**src/rtl/lambda_line_editor.sv**
```systemverilog
// lambda_line_editor
// Line editor for the lambda-calculus console. Collects printable key codes
// into a line buffer and echoes each one. On Enter it walks the stored line
// at the clk_io pace, then reports the line class and the syntax verdict on
// the cmd status byte.
//
// Handshake: there is no backpressure. A nonzero ch_input on a clock is one
// key event and is consumed on that clock or dropped (SCAN and DONE drop all
// keys). ch_append is a 1-cycle strobe, nonzero exactly on the cycle after a
// key was stored. cmd[1] and cmd[6] are 1-cycle pulses. cmd[0] is high from
// the cycle after Enter through the DONE cycle.
module lambda_line_editor #(
  parameter int         MAX_LEN    = 64,
  parameter logic [7:0] CODE_BS    = 8'd65,
  parameter logic [7:0] CODE_ENTER = 8'd66
) (
  input  logic       clk_25mhz,
  input  logic       reset,
  input  logic       clk_io,
  input  logic [7:0] ch_input,
  output logic [5:0] ch_append,
  output logic [7:0] cmd
);

  localparam int AW = $clog2(MAX_LEN);
  localparam int LW = $clog2(MAX_LEN + 1);
  localparam logic [LW-1:0] FULL_LEN = LW'(MAX_LEN);

  // Character codes that steer the scan
  localparam logic [5:0] C_DOLLAR = 6'd53;
  localparam logic [5:0] C_LPAREN = 6'd54;
  localparam logic [5:0] C_RPAREN = 6'd55;
  localparam logic [5:0] C_EQUAL  = 6'd56;
  localparam logic [5:0] C_SPACE  = 6'd59;

  // Editor states
  localparam logic [1:0] ST_IDLE = 2'd0;
  localparam logic [1:0] ST_SCAN = 2'd1;
  localparam logic [1:0] ST_DONE = 2'd2;

  // Control and status registers
  logic [1:0]    state_q, state_d;
  logic [LW-1:0] len_q, len_d;
  logic [LW-1:0] idx_q, idx_d;
  logic          io_prev_q;
  logic [5:0]    echo_q, echo_d;
  logic          busy_q, busy_d;
  logic          done_q, done_d;
  logic          def_q, def_d;
  logic          expr_q, expr_d;
  logic          err_q, err_d;
  logic          ovf_q, ovf_d;
  logic          erase_q, erase_d;

  // Scan trackers
  logic signed [6:0] depth_q, depth_d;
  logic              neg_q, neg_d;        // depth dipped below zero
  logic              dollar_q, dollar_d;  // first character is '$'
  logic [1:0]        eq_cnt_q, eq_cnt_d;  // saturating '=' count
  logic              gap_ok_q, gap_ok_d;  // first '=' sits at index >= 2
  logic              after_ok_q, after_ok_d; // non-space seen after an '='
  logic              nonspace_q, nonspace_d; // line has a non-space char

  // Line storage
  logic [5:0] buf_q [MAX_LEN];

  logic       key_printable;
  logic       key_bs;
  logic       key_enter;
  logic       io_edge;
  logic       scan_end;
  logic [5:0] scan_ch;
  logic       wr_en;
  logic       depth_bad;
  logic       def_err;
  logic       expr_err;

  assign key_printable = (ch_input != 8'd0) && (ch_input[7:6] == 2'b00);
  assign key_bs        = (ch_input == CODE_BS);
  assign key_enter     = (ch_input == CODE_ENTER);
  assign io_edge       = clk_io & ~io_prev_q;
  assign scan_end      = (idx_q == len_q);
  assign scan_ch       = buf_q[idx_q[AW-1:0]];
  assign wr_en         = (state_q == ST_IDLE) && key_printable &&
                         (len_q < FULL_LEN);

  // Verdict terms evaluated on the finished trackers
  assign depth_bad = neg_q || (depth_q != 7'sd0);
  assign def_err   = (eq_cnt_q != 2'd1) || !gap_ok_q || !after_ok_q;
  assign expr_err  = (eq_cnt_q != 2'd0);

  // Next-state logic for the editor FSM, status flags and scan trackers
  always_comb begin
    state_d    = state_q;
    len_d      = len_q;
    idx_d      = idx_q;
    echo_d     = 6'd0;
    busy_d     = busy_q;
    done_d     = 1'b0;
    def_d      = def_q;
    expr_d     = expr_q;
    err_d      = err_q;
    ovf_d      = ovf_q;
    erase_d    = 1'b0;
    depth_d    = depth_q;
    neg_d      = neg_q;
    dollar_d   = dollar_q;
    eq_cnt_d   = eq_cnt_q;
    gap_ok_d   = gap_ok_q;
    after_ok_d = after_ok_q;
    nonspace_d = nonspace_q;

    case (state_q)
      ST_IDLE: begin
        if (key_enter) begin
          // Enter takes priority over everything else on this clock
          state_d    = ST_SCAN;
          busy_d     = 1'b1;
          def_d      = 1'b0;
          expr_d     = 1'b0;
          err_d      = 1'b0;
          ovf_d      = 1'b0;
          idx_d      = '0;
          depth_d    = 7'sd0;
          neg_d      = 1'b0;
          dollar_d   = 1'b0;
          eq_cnt_d   = 2'd0;
          gap_ok_d   = 1'b0;
          after_ok_d = 1'b0;
          nonspace_d = 1'b0;
        end else if (key_bs) begin
          if (len_q != '0) begin
            len_d   = len_q - LW'(1);
            erase_d = 1'b1;
          end
        end else if (key_printable) begin
          if (len_q < FULL_LEN) begin
            len_d  = len_q + LW'(1);
            echo_d = ch_input[5:0];
          end else begin
            ovf_d = 1'b1;
          end
        end
      end

      ST_SCAN: begin
        if (io_edge) begin
          if (scan_end) begin
            state_d = ST_DONE;
            done_d  = 1'b1;
            if (!nonspace_q) begin
              def_d  = 1'b0;
              expr_d = 1'b0;
              err_d  = depth_bad;
            end else if (dollar_q) begin
              def_d  = 1'b1;
              expr_d = 1'b0;
              err_d  = def_err || depth_bad;
            end else begin
              def_d  = 1'b0;
              expr_d = 1'b1;
              err_d  = expr_err || depth_bad;
            end
          end else begin
            idx_d = idx_q + LW'(1);
            if ((idx_q == '0) && (scan_ch == C_DOLLAR)) dollar_d = 1'b1;
            if (scan_ch != C_SPACE) nonspace_d = 1'b1;
            if ((eq_cnt_q != 2'd0) && (scan_ch != C_SPACE)) after_ok_d = 1'b1;
            case (scan_ch)
              C_LPAREN: depth_d = depth_q + 7'sd1;
              C_RPAREN: begin
                if (depth_q == 7'sd0) neg_d = 1'b1;
                depth_d = depth_q - 7'sd1;
              end
              C_EQUAL: begin
                if ((eq_cnt_q == 2'd0) && (idx_q >= LW'(2))) gap_ok_d = 1'b1;
                if (eq_cnt_q != 2'd3) eq_cnt_d = eq_cnt_q + 2'd1;
              end
              default: ;
            endcase
          end
        end
      end

      ST_DONE: begin
        state_d = ST_IDLE;
        busy_d  = 1'b0;
        len_d   = '0;
      end

      default: state_d = ST_IDLE;
    endcase
  end

  // Register update with synchronous reset
  always_ff @(posedge clk_25mhz) begin
    if (reset) begin
      state_q    <= ST_IDLE;
      len_q      <= '0;
      idx_q      <= '0;
      io_prev_q  <= 1'b0;
      echo_q     <= 6'd0;
      busy_q     <= 1'b0;
      done_q     <= 1'b0;
      def_q      <= 1'b0;
      expr_q     <= 1'b0;
      err_q      <= 1'b0;
      ovf_q      <= 1'b0;
      erase_q    <= 1'b0;
      depth_q    <= 7'sd0;
      neg_q      <= 1'b0;
      dollar_q   <= 1'b0;
      eq_cnt_q   <= 2'd0;
      gap_ok_q   <= 1'b0;
      after_ok_q <= 1'b0;
      nonspace_q <= 1'b0;
    end else begin
      state_q    <= state_d;
      len_q      <= len_d;
      idx_q      <= idx_d;
      io_prev_q  <= clk_io;
      echo_q     <= echo_d;
      busy_q     <= busy_d;
      done_q     <= done_d;
      def_q      <= def_d;
      expr_q     <= expr_d;
      err_q      <= err_d;
      ovf_q      <= ovf_d;
      erase_q    <= erase_d;
      depth_q    <= depth_d;
      neg_q      <= neg_d;
      dollar_q   <= dollar_d;
      eq_cnt_q   <= eq_cnt_d;
      gap_ok_q   <= gap_ok_d;
      after_ok_q <= after_ok_d;
      nonspace_q <= nonspace_d;
    end
  end

  // Line buffer write; contents need no reset since length gates every read
  always_ff @(posedge clk_25mhz) begin
    if (wr_en) buf_q[len_q[AW-1:0]] <= ch_input[5:0];
  end

  assign ch_append = echo_q;
  assign cmd       = {1'b0, erase_q, ovf_q, err_q, expr_q, def_q, done_q, busy_q};

endmodule

```
**config.mk**
```make
export PLATFORM = sky130hd
export DESIGN_NAME = lambda_line_editor
export DESIGN_NICKNAME = d
export VERILOG_FILES = /design/src/rtl/lambda_line_editor.sv
export SDC_FILE = /design/constraint.sdc
export NUM_CORES = 1
export LEC_CHECK = 0
export CAP_MARGIN = 10
export CORE_UTILIZATION = 60
export CTS_CLUSTER_DIAMETER = 60
export DETAILED_ROUTE_END_ITERATION = 8
export PLACE_DENSITY_LB_ADDON = 0.25
export RECOVER_POWER = 50
export SLEW_MARGIN = 10
export SYNTH_ARGS = -nofsm -noshare
export SYNTH_HDL_FRONTEND = slang
export SYNTH_SLANG_ARGS = --single-unit
```
**constraint.sdc**
```tcl
create_clock -name clk_25mhz -period 4.3 [get_ports clk_25mhz]
set_input_delay 0.43 -clock clk_25mhz [delete_from_list [all_inputs] [get_ports clk_25mhz]]
set_output_delay 0.43 -clock clk_25mhz [all_outputs]
set_load 0.01 [all_outputs]
```
==> impl_metrics.tcl <==
set metrics [dict create \
    multi_input_comb_area_um2 4700 \
    synthArstFlopShare 0 \
    met3WireLength_um 3410 \
    finalMaxSlewViolations 395 \
    p_leak_nw 6.28 \
    cp_max_fo 21 \
    power.density_nw_per_um2 431 \
    die_y_um 173 \
    synth_area_um2 17600 \
    total_power_mw 8.43 \
    drive_gt1_frac 0.130 \
    synth-main-ff-cell "edfxtp_1" \
    drt_iter0_markers 1075 \
    area_growth_pct 10.9 \
    placed_area_um2 18200 \
    slew_headroom -1.10 \
    regArea_um2 12500 \
    io_pins 25 \
    start_util 0.613 \
    h-tree-depth 2 \
    overflow 0 \
    rows 62 \
    viasPerCell 6.39 \
    syn_avg_cell_area_um2 16.3 \
    critical_path_arrival_ns 4.42 \
    m1WireLength_um 15600 \
    min_period_ns 3.99 \
    fin_setup_tns_ns 0 \
    synthCells 1084 \
    ctsHoldBuffers 0 \
    die_area_um2 30100 \
    dpl.hpwl_um 24900 \
    rsz0062_at_grt "no" \
    ys_ff_latch 434 \
    fill_cells 1907 \
    crit_buf_inv 1 \
    slowest_stage "dfxtp_4" \
    fin_nets 1153 \
    wl_per_cell_um 25.5 \
    grt_max_degree 66 \
    stdcell_area_um2 19600 \
    maxCapViolCount 6 \
    clock.fmax_mhz 250 \
    start_kind "flip-flop" \
    critPathTopFamily "compound AO/OA/AOI/OAI gates" \
    status "complete, but fails checks" \
    synth_warnings 0 \
    insertedDiodeCount 0 \
    peakVddDrop_uv 435 \
    endpoint_kind "flip-flop" \
    ant_nets 0 \
    cts_buffers 43 \
    place_ws_ns 0.155 \
    synth_fp_nets 1108 \
    cts_root_buffer "clkbuf_16" \
    fin_worst_skew_ns 0.00886 \
    first_pass_iters 5 \
    finalWorstSetupSlack_ns 0.307 \
    hp-class "input port to flip-flop" \
    via_count 9882 \
    antenna_found_initial 0 \
    grt_pass1_vias 9896 \
    cpPeakStageDelay_ns 0.60 \
    violations "capacitance limit, slew limit" \
    cts_tree "built" \
    clock_latency_ns 0.54 \
    ctsResizeCount 0 \
    portBuffers 23 \
    gp_congestion 0.831 \
    path_clk_slew_ns 0.06 \
    coreArea_um2 28800 \
    critPathKind "flip-flop to flip-flop" \
    tightestPinTransition_ns 3.15 \
    synth_edf_count 384 \
    synth_cell_types 71 \
    grt_pass1_wl_um 59800 \
    clock_path_buffers 3 \
    cpMostUsedCell "mux2i_1" \
    required_ns 4.73 \
    placed_cells 1467 \
    top_layer "met4" \
    ys_seq_area_frac 0.710 \
    path_cells "buf_4 > mux4_2 > a22oi_1 > nand3_1 > a22o_1 > o21bai_1 > nor4_4 > xor2_1 > ha_1 > nor2_1 > nand2_1 > mux2i_1 > a2bb2oi_1 > mux2i_1" \
    min_period_over_period 0.929 \
    setup_violations 0 \
    grt_usage 0.268 \
    layout.cells.non_filler 1546 \
    wirelength_um 39400 \
    finalHoldViolCount 0 \
    route.met2.wl_um 19200 \
    route.detailed.drc 0 \
    clock_sinks 434 \
    die_w_um 173 \
]
[through the flow]
stage / util / hold slack [ns]
after floorplan: - / 0.433
after global placement: 0.633 / 0.446
after detailed placement: 0.633 / 0.457
after CTS: 0.680 / 0.174
after global routing: 0.680 / 0.237
final: 0.680 / 0.231
[layout by cell type, fill, tap and decap left out, types with 8 or more instances in the layout]
cell type	count
edfxtp_1	384
nor2_1	113
nand2_1	63
mux4_2	50
dfxtp_1	47
clkbuf_16	43
a21oi_1	33
nand3_1	27
mux2i_1	25
buf_4	24
clkbuf_1	23
nor2b_1	18
o21ai_0	16
mux4_1	16
nand2b_1	15
and2_0	14
dlygate4sd3_1	14
inv_1	13
ha_1	12
o211ai_1	10
nor3_1	10
xnor2_1	10
and2_1	9
or3_1	9
nor4_1	8
o21ai_1	8
xor2_1	8
[registers in the layout, indices dropped and copies added, names as in the netlist, named ones only]
signal	flops
ch_append	6
ovf_q	1
after_ok_q	1
depth_q	7
gap_ok_q	1
erase_q	1
idx_q	7
dollar_q	1
nonspace_q	1
neg_q	1
def_q	1
busy_q	1
eq_cnt_q	2
io_prev_q	1
state_q	2
err_q	1
expr_q	1
buf_q	384
done_q	1
len_q	7
[per-layer routing]
metal  vias to the layer above  global-route usage
met5                         -                   0
met4                         0              0.0804
met1                      4960               0.371
met3                        86              0.0520
li1                       4325                   -
met2                       511               0.437
[where the power goes]
group          switching, mW  leakage [nW]  internal [mW]
logic                  0.103          1.75         0.0265
clock network           1.55         0.671           2.15
registers            0.00496          3.86           4.60
total                   1.66          6.28           6.78
[area by class of cell]
class / count / area share
clock buffer: 55 / 0.0573
clock inverter: 23 / 0.0128
inverter: 13 / 0.00249
multi-input combinational: 582 / 0.240
sequential: 434 / 0.641
tap: 384 / 0.0245
timing repair buffer: 55 / 0.0223
[cells in the mapped netlist, types with 7 or more instances]
library cell / n / area [µm²]
edfxtp_1: 384 / 11500
nor2_1: 113 / 424
nand2_1: 63 / 236
dfxtp_1: 50 / 1000
mux4_2: 50 / 1130
a21oi_1: 33 / 165
nand3_1: 27 / 135
mux2i_1: 25 / 250
clkbuf_1: 18 / 67.6
nor2b_1: 18 / 113
mux4_1: 16 / 420
o21ai_0: 16 / 80.1
nand2b_1: 15 / 93.8
buf_2: 13 / 65.1
inv_1: 13 / 48.8
and2_0: 12 / 75.1
ha_1: 12 / 150
and2_1: 11 / 68.8
buf_4: 11 / 82.6
nor3_1: 10 / 50.1
o211ai_1: 10 / 75.1
xnor2_1: 10 / 87.6
or3_1: 9 / 56.3
buf_6: 8 / 90.1
nor4_1: 8 / 50.1
o21ai_1: 8 / 40.0
xor2_1: 8 / 70.1
a211oi_1: 7 / 52.6
a22oi_1: 7 / 52.6
[worst paths after layout]
kind / from / endpoint / slack, ns / cells after the start
setup reg to reg: flip-flop / depth_q[6]$_SDFFE_PP0P_ / 0.31 / 14
setup / recovery: flip-flop / depth_q[6]$_SDFFE_PP0P_ / 0.31 / 14
hold reg to reg: after_ok_q$_SDFFE_PP0P_ / after_ok_q$_SDFFE_PP0P_ / 0.47 / 1
hold / removal: ch_input[0] / ch_append[0]$_SDFF_PP0_ / 0.23 / 2
[cells by family after synthesis]
kind of cell	Yosys count	share of synthesized area
fa+ha+maj	13	0.00964
xor+xnor	18	0.00893
simple gates	322	0.0911
mux	92	0.102
buf+inv	68	0.0236
compound gates	136	0.0538
other cells	1	0.000213
flops	434	0.710
[repair_timing]
item	4_1_cts	5_1_grt
buffers inserted	0	1
hold endpoints to repair	0	0
endpoints found under the setup margin	0	2
(Power assumes the default switching activity.)
